`config.mk`:
```
export PLATFORM = sky130hd
export DESIGN_NAME = cpu6502_alu_stage
export DESIGN_NICKNAME = d
export VERILOG_FILES = /design/src/rtl/cpu6502_pkg.sv /design/src/rtl/decadj_adder.sv /design/src/rtl/cpu6502_alu_stage.sv
export SDC_FILE = /design/constraint.sdc
export NUM_CORES = 1
export LEC_CHECK = 0
export CAP_MARGIN = 20
export CORE_MARGIN = 2
export CORE_UTILIZATION = 35
export DETAILED_ROUTE_END_ITERATION = 7
export HOLD_SLACK_MARGIN = 0.15
export PLACE_DENSITY = 0.6
export SYNTH_ARGS = -nofsm -noshare
export SYNTH_HDL_FRONTEND = slang
export SYNTH_SLANG_ARGS = --single-unit
```
`constraint.sdc`:
```
create_clock -name clk -period 6.6 [get_ports clk]
set_clock_uncertainty 0.05 [all_clocks]
set_input_delay 1.32 -clock clk [delete_from_list [all_inputs] [get_ports clk]]
set_output_delay 1.32 -clock clk [all_outputs]
set_load 0.01 [all_outputs]
```
`src/rtl/cpu6502_pkg.sv`:
```
// Shared definitions for the 6502 datapath: ALU operation codes.
package cpu6502_pkg;

  localparam int unsigned DATA_W = 8;
  localparam int unsigned OP_W   = 4;

  localparam logic [OP_W-1:0] ALU_ADD   = 4'd0;
  localparam logic [OP_W-1:0] ALU_SBC   = 4'd1;
  localparam logic [OP_W-1:0] ALU_AND   = 4'd2;
  localparam logic [OP_W-1:0] ALU_OR    = 4'd3;
  localparam logic [OP_W-1:0] ALU_EOR   = 4'd4;
  localparam logic [OP_W-1:0] ALU_SR    = 4'd5;
  localparam logic [OP_W-1:0] ALU_PASSA = 4'd6;

endpackage

```
`src/rtl/decadj_adder.sv`:
```
// Per-nibble BCD post-correction of the SB bus value; nibbles wrap independently.
module decadj_adder
  import cpu6502_pkg::*;
(
  input  logic [DATA_W-1:0] adj_in,
  input  logic              carry,
  input  logic              half_carry,
  input  logic              dec_add,
  input  logic              dec_sub,
  output logic [DATA_W-1:0] adj_out
);

  logic [3:0] lo_nib;
  logic [3:0] hi_nib;

  // Add 6 after a decimal carry, subtract 6 after a decimal borrow; add mode has priority
  always_comb begin
    lo_nib = adj_in[3:0];
    hi_nib = adj_in[7:4];
    if (dec_add) begin
      if (half_carry) lo_nib = adj_in[3:0] + 4'd6;
      if (carry)      hi_nib = adj_in[7:4] + 4'd6;
    end else if (dec_sub) begin
      if (!half_carry) lo_nib = adj_in[3:0] - 4'd6;
      if (!carry)      hi_nib = adj_in[7:4] - 4'd6;
    end
    adj_out = {hi_nib, lo_nib};
  end

endmodule

```
`src/rtl/cpu6502_alu_stage.sv`:
```
// 6502 ALU stage: latched A/B operands, binary/NMOS-decimal arithmetic,
// logic ops, shift right, and the decimal-adjust adder on the SB path.
module cpu6502_alu_stage
  import cpu6502_pkg::*;
(
  input  logic              clk,
  input  logic              reset,
  input  logic [DATA_W-1:0] a_in,
  input  logic [DATA_W-1:0] b_in,
  input  logic              b_load,
  input  logic [OP_W-1:0]   op,
  input  logic              c_in,
  input  logic              dec_add,
  input  logic              dec_sub,
  input  logic [DATA_W-1:0] adj_in,
  output logic [DATA_W-1:0] alu_out,
  output logic              carry_out,
  output logic              half_carry_out,
  output logic              overflow_out,
  output logic              carry_last,
  output logic              a_reg_msb,
  output logic [DATA_W-1:0] adj_out
);

  logic [DATA_W-1:0] a_reg;
  logic [DATA_W-1:0] b_reg;
  logic [4:0]        lo_sum;
  logic [4:0]        hi_sum;
  logic              lo_carry;
  logic              hi_carry;
  logic [DATA_W-1:0] sum;

  // Operand latches and the one-cycle-delayed carry used for address high bytes
  always_ff @(posedge clk) begin
    if (reset) begin
      a_reg      <= '0;
      b_reg      <= '0;
      carry_last <= 1'b0;
    end else begin
      a_reg      <= a_in;
      if (b_load) b_reg <= b_in;
      carry_last <= carry_out;
    end
  end

  // Nibble adder; decimal mode only changes carry detection, not the sum bits
  always_comb begin
    lo_sum   = 5'({1'b0, a_reg[3:0]}) + 5'({1'b0, b_reg[3:0]}) + 5'(c_in);
    lo_carry = dec_add ? (lo_sum > 5'd9) : lo_sum[4];
    hi_sum   = 5'({1'b0, a_reg[7:4]}) + 5'({1'b0, b_reg[7:4]}) + 5'(lo_carry);
    hi_carry = dec_add ? (hi_sum > 5'd9) : hi_sum[4];
    sum      = {hi_sum[3:0], lo_sum[3:0]};
  end

  // Result and flag select; codes above PASSA fall through to PASSA
  always_comb begin
    alu_out        = a_reg;
    carry_out      = 1'b0;
    half_carry_out = 1'b0;
    overflow_out   = 1'b0;
    case (op)
      ALU_ADD, ALU_SBC: begin
        alu_out        = sum;
        carry_out      = hi_carry;
        half_carry_out = lo_carry;
        overflow_out   = (a_reg[7] ^ sum[7]) & (b_reg[7] ^ sum[7]);
      end
      ALU_AND: alu_out = a_reg & b_reg;
      ALU_OR:  alu_out = a_reg | b_reg;
      ALU_EOR: alu_out = a_reg ^ b_reg;
      ALU_SR: begin
        alu_out   = {c_in, a_reg[7:1]};
        carry_out = a_reg[0];
      end
      default: alu_out = a_reg;
    endcase
  end

  assign a_reg_msb = a_reg[7];

  decadj_adder u_decadj (
    .adj_in     (adj_in),
    .carry      (carry_out),
    .half_carry (half_carry_out),
    .dec_add    (dec_add),
    .dec_sub    (dec_sub),
    .adj_out    (adj_out)
  );

endmodule

```
Word level (Yosys, flattened, before mapping)
Cells that the tools add are included.

Word-level logic and storage cells: 40. Output and inout port bits: 21. Register bits: 17.

Muxes and demuxes: 14. Reductions and logical operators: 2. Bitwise logic cells: 6. Equal/unequal tests: 5. $add $sub $neg: 8. Order comparisons: 2.

Operators by type and width (number): 8-bit case mux with 5 select lines (1); 4-bit two-way mux (8); 4-bit by 4-bit adder with 5-bit output (2); 5-bit by 1-bit adder with 5-bit output (2); 5-bit by 4-bit greater-than comparator with 1-bit output, second input constant (2); 4-bit by 3-bit adder with 4-bit output, second input constant (2); 8-bit bitwise AND (1); 4-bit by 2-bit equality test with 1-bit output, second input constant (2); 4-bit by 3-bit equality test with 1-bit output, second input constant (2); 8-bit bitwise OR (1); 4-bit by 3-bit subtractor with 4-bit output, second input constant (2); 8-bit XOR (1); 4-bit by 1-bit equality test with 1-bit output, second input constant (1); 4-bit logical NOT (1); 1-bit two-way mux (4); 1-bit case mux with 2 select lines (1); 2-bit OR reduction (1); 1-bit XOR (2); 1-bit bitwise AND (1).

Logic depth before layout (Yosys ltp)
Depth in word-level cells: 11. Mapped depth: 16. Depth with buffers taken out: 16.

Hierarchy
Synthesis repeated with hierarchy kept, for this count alone.

Cell total of the unflattened synthesis: 227. Area, all modules: 1780.5 um2.

Modules (own cells, without submodules): cpu6502_alu_stage (area each 1551.5 um2, cells each 198, seq. area each 340.3 um2, instances 1); decadj_adder (area each 229.0 um2, cells each 29, seq. area each 0.0 um2, instances 1).

Worst setup path before layout
No wires, ideal clock.

Kind: input-to-output. From: in c_in. To: out adj_out[7]. Required time: 5.230 ns. Stages: 14. Path slack: 0.437 ns. Data arrival time: 4.793 ns. Cells stage by stage: fa_1 -> fa_1 -> a21o_1 -> a21oi_1 -> a21boi_0 -> fa_1 -> inv_1 -> fa_1 -> a21o_1 -> a21oi_1 -> o32a_2 -> o311ai_2 -> o32a_2 -> xnor2_1.

Cells in the longest elaborated chain, start to end: 10.

Ends and longest elaborated chain: start: declaration (line cpu6502_alu_stage.sv:12) `input logic c_in,`; 5-bit by 1-bit adder with 5-bit output * (line cpu6502_alu_stage.sv:48) `lo_sum = 5'({1'b0, a_reg[3:0]}) + 5'({1'b0, b_reg[3:0]}) + 5'(c_in);`; 5-bit by 4-bit greater-than comparator with 1-bit output (line cpu6502_alu_stage.sv:49) `lo_carry = dec_add ? (lo_sum > 5'd9) : lo_sum[4];`; 1-bit two-way mux * (line cpu6502_alu_stage.sv:49); 5-bit by 1-bit adder with 5-bit output * (line cpu6502_alu_stage.sv:50) `hi_sum = 5'({1'b0, a_reg[7:4]}) + 5'({1'b0, b_reg[7:4]}) + 5'(lo_carry);`; 5-bit by 4-bit greater-than comparator with 1-bit output (line cpu6502_alu_stage.sv:51) `hi_carry = dec_add ? (hi_sum > 5'd9) : hi_sum[4];`; 1-bit two-way mux * (line cpu6502_alu_stage.sv:51); 1-bit case mux with 2 select lines * (line cpu6502_alu_stage.sv:61) `case (op)`; 4-bit two-way mux (line decadj_adder.sv:25) `if (!carry) hi_nib = adj_in[7:4] - 4'd6;`; 4-bit two-way mux (line decadj_adder.sv:23) `end else if (dec_sub) begin`; 4-bit two-way mux * (line decadj_adder.sv:20) `if (dec_add) begin`; end: declaration (line cpu6502_alu_stage.sv:22) `output logic [DATA_W-1:0] adj_out`.

Every way passes the cells marked *; elsewhere a longest branch is shown, timed or not.

Final worst setup path
From: in c_in. To: out adj_out[6].

Same word-level chain as after synthesis.

==> summary.md <==
| Metric | Value |
|---|---|
| Share of cells above drive strength 1 | between 10% and 20% |
| Clock buffer depth | 2 |
| Worst path max stage delay | approximately 0.42 ns |
| RSZ-0062 raised after global routing | no |
| Via count | roughly 1700 |
| Post-DR wirelength/cell | between 10 and 15 um |
| Hold Crit Endpoint | b_reg[6]$_SDFFE_PP0P_ |
| Clock net sink count | 17 |
| Hold_ws | a little under 0.5 ns |
| GRT Util Overall | around 15% |
| Nets | 330 |
| Min Clock Period, post-route | roughly 6.4 ns |
| Syn-to-layout area delta | 40.0% |
| Die Ht | roughly 74 um |
| Arrival @ worst endpoint | 5.06 ns |
| Beginning of the worst register-to-register path | b_reg[0]$_SDFFE_PP0P_ |
| Crit Path Max Fanout | 3 |
| Post-synth cell types | 47 |
| Ys Warns | 0 |
| FF+latch count, synth | 17 |
| P_leak | approximately 1.1 nW |
| Final Max Slew Viols | 0 |
| Mapped Nets | between 200 and 300 |
| Crit-path most repeated cell | fa_2 |
| Vias/cell | roughly 5 |
| CP cell instances | dlygate4sd2_1, fa_2, fa_2, xnor2_1, nand2b_1, and2_1, a21boi_2, fa_2, inv_1, fa_2, a21o_1, a21oi_1, o32a_2, o311ai_2, and3_1, a311o_1, dlygate4sd2_1 |
| Syn Inst Count | 212 |
| Startpoint of the worst hold path | b_reg[6]$_SDFFE_PP0P_ |
| IO Count | 55 |
| Reg2reg setup slack | 3.12 ns |
| Sequential share of the synthesized area | between 10% and 20% |
| Largest cells by area after synthesis | dfxtp_1 (20%), ha_1 (14%), mux2i_1 (9.2%) |
| Sum Neg Setup Slack | 0 ns |
| Worst-skew pair later-pin latency | about 0.25 ns |
| Num CTS Buffers | 3 |
| FF-to-FF path depth | 16 |
| Initial antenna violation count | 0 |
| CTS tree | done |
| DRC Markers | 0 |
| Total die area | between 0.005 and 0.006 mm^2 |
| First-pass GRT wire length | 6800 um |
| Commonest non-fill, non-tap cell in the layout | clkdlybuf4s50_1 |
| Syn avg cell area | slightly above 8 um^2 |
| DP HPWL | approximately 3400 um |
| Area leader, netlist | dfxtp_1 |
| Routed Antenna Nets | 0 |
| Initial DRC Count | 108 |
| Peak VDD IR | 0.123 mV |
| Htree depth | 1 |
| Achievable Freq | around 0.16 GHz |
| DP Cell Count | about 330 |
| Final hold vios | 0 |
| Die width | 74.4 um |
| Initial Utilization | between 30% and 40% |
| Grt ovf | 0 |
| Critical Path Source | c_in |
| Core area | approximately 0.0048 mm^2 |
| Dpl ws | -0.605 ns |
| Hold crit path type | register to register |
| Mapped cell area | about 0.0017 mm^2 |
| Kind of end point of the critical path | primary output |
| Final period util | a little over nine tenths |
| Non-filler cells, final | roughly 340 |
| Setup ws final | about 0.17 ns |
| Critical path's slowest cell | fa_2 |
| GPL Wtd Cong | ~0.8 |
| Final core occ | approximately 50% |
| Worst endpoint required time | between 5 and 6 ns |
| WL final | roughly 4200 um |
| Ant diodes | 0 |
| Crit path kind | input port to primary output |
| Num rows | 25 |
| Largest net degree at the start of global routing | 23 |
| Number of synthesized flops with an enable pin | 0 |
| Endpoints failing setup | 0 |
| Synth top area share | about a fifth |
| FFs w/ async S/R, synth | 0% |
| Worst Tran Pin Value | about 0.54 ns |
| PortBufs | 50 |
| CTS Root Cell | clkbuf_8 |
| Drt first pass iters | 4 |
| Kind of start point of the critical path | input port |
| # Max-Cap Violations | 0 |
| Post-synth top flop | dfxtp_1 |
| Vias in the first global route | ~1500 |
| Hold path depth | 2 |
| Power Density | 136 mW/mm^2 |
| Reg2Reg Capture Point | carry_last$_SDFF_PP0_ |
| CTS clock-pin slew for the worst setup and hold paths | roughly 0.06 ns |
| Slew HR | approximately 64% |
| Commonest cells after routing, fill and taps aside | clkdlybuf4s50_1 (46), inv_1 (24), ha_1 (20), nor2_1 (19), dfxtp_1 (17) |
| Status | complete, no violations |
==> critical path, delay by kind of cell <==
family / cells / cell delay [ns]
compound gates: 6 / 1.10
xor+xnor: 1 / 0.16
fa+ha+maj: 4 / 1.38
buf+inv: 3 / 0.61
simple gates: 3 / 0.49
==> worst max-delay path by stage <==
| stage | endpoint | slack, ns |
|---|---|---|
| 2_1_floorplan | adj_out[7] | 0.44 |
| 3_3_place_gp | adj_out[7] | -0.48 |
| 3_5_place_dp | adj_out[7] | -0.61 |
| 4_1_cts | adj_out[6] | 0.18 |
| 5_1_grt | adj_out[6] | 0.01 |
| 6_report | adj_out[6] | 0.17 |
==> logic make-up after synthesis <==
| logic type | after synthesis | share of synthesized area (%) |
|---|---|---|
| AOI/OAI and AO/OA | 51 | 21.1 |
| DFF | 17 | 19.6 |
| and+or+nand+nor | 61 | 17.6 |
| xor gates and xnor gates | 8 | 4.04 |
| adders and majority gates | 24 | 19.0 |
| muxes | 17 | 9.88 |
| buffers and inverters | 34 | 8.73 |
==> timing repair <==
item                                    4_1_cts  5_1_grt
gates resized for setup                      12        0
setup buffers                                 0        0
endpoints found under the setup margin        5        0
hold buffers                                  0        0
==> synthesized netlist by cell type, drive strengths merged (2+ instances only) <==
cell type and number:
nand2b 4, o31ai 2, a21oi 11, a21o 4, o32a 2, nand2 11
a211oi 3, nor2 19, nor2b 10, o211ai 2, clkbuf 3, o311ai 2
buf 7, ha 20, o22ai 5, xor2 2, and2 2, xnor2 6
inv 24, dfxtp 17, nor3 4, or3 3, o21ai 9, fa 4
a31oi 3, nand3 4, a32oi 2, mux2i 16
==> power by group <==
part	switching [mW]	leakage [nW]	internal, mW
Combinational	0.0620	0.903	0.0783
Sequential	0.00715	0.141	0.108
Clock	0.0316	0.0228	0.0428
Total	0.101	1.07	0.229
==> cell type report <==
type                       instances  area [um^2]
clock buffer                       4         45.0
fill                             507         2330
inverter                          24         90.1
multi-input combinational        161         1260
sequential                        17          340
tap                               67         83.8
timing repair buffer              65          608
==> metal layers <==
layer	up-vias	global-route usage [%]	wire length (um)
met5	-	0	0
met4	0	5.36	50
met3	5	1.49	275
met2	51	26.4	1870
met1	765	20.3	2020
li1	855	-	-
==> stage by stage <==
stage	instance area [um^2]	power, mW
after floorplan	1730	0.190
after global placement	2370	0.257
after detailed placement	2370	0.258
after CTS	2430	0.335
after global routing	2430	0.352
final	2430	0.330
No activity file was read; power rests on OpenSTA's default activity.
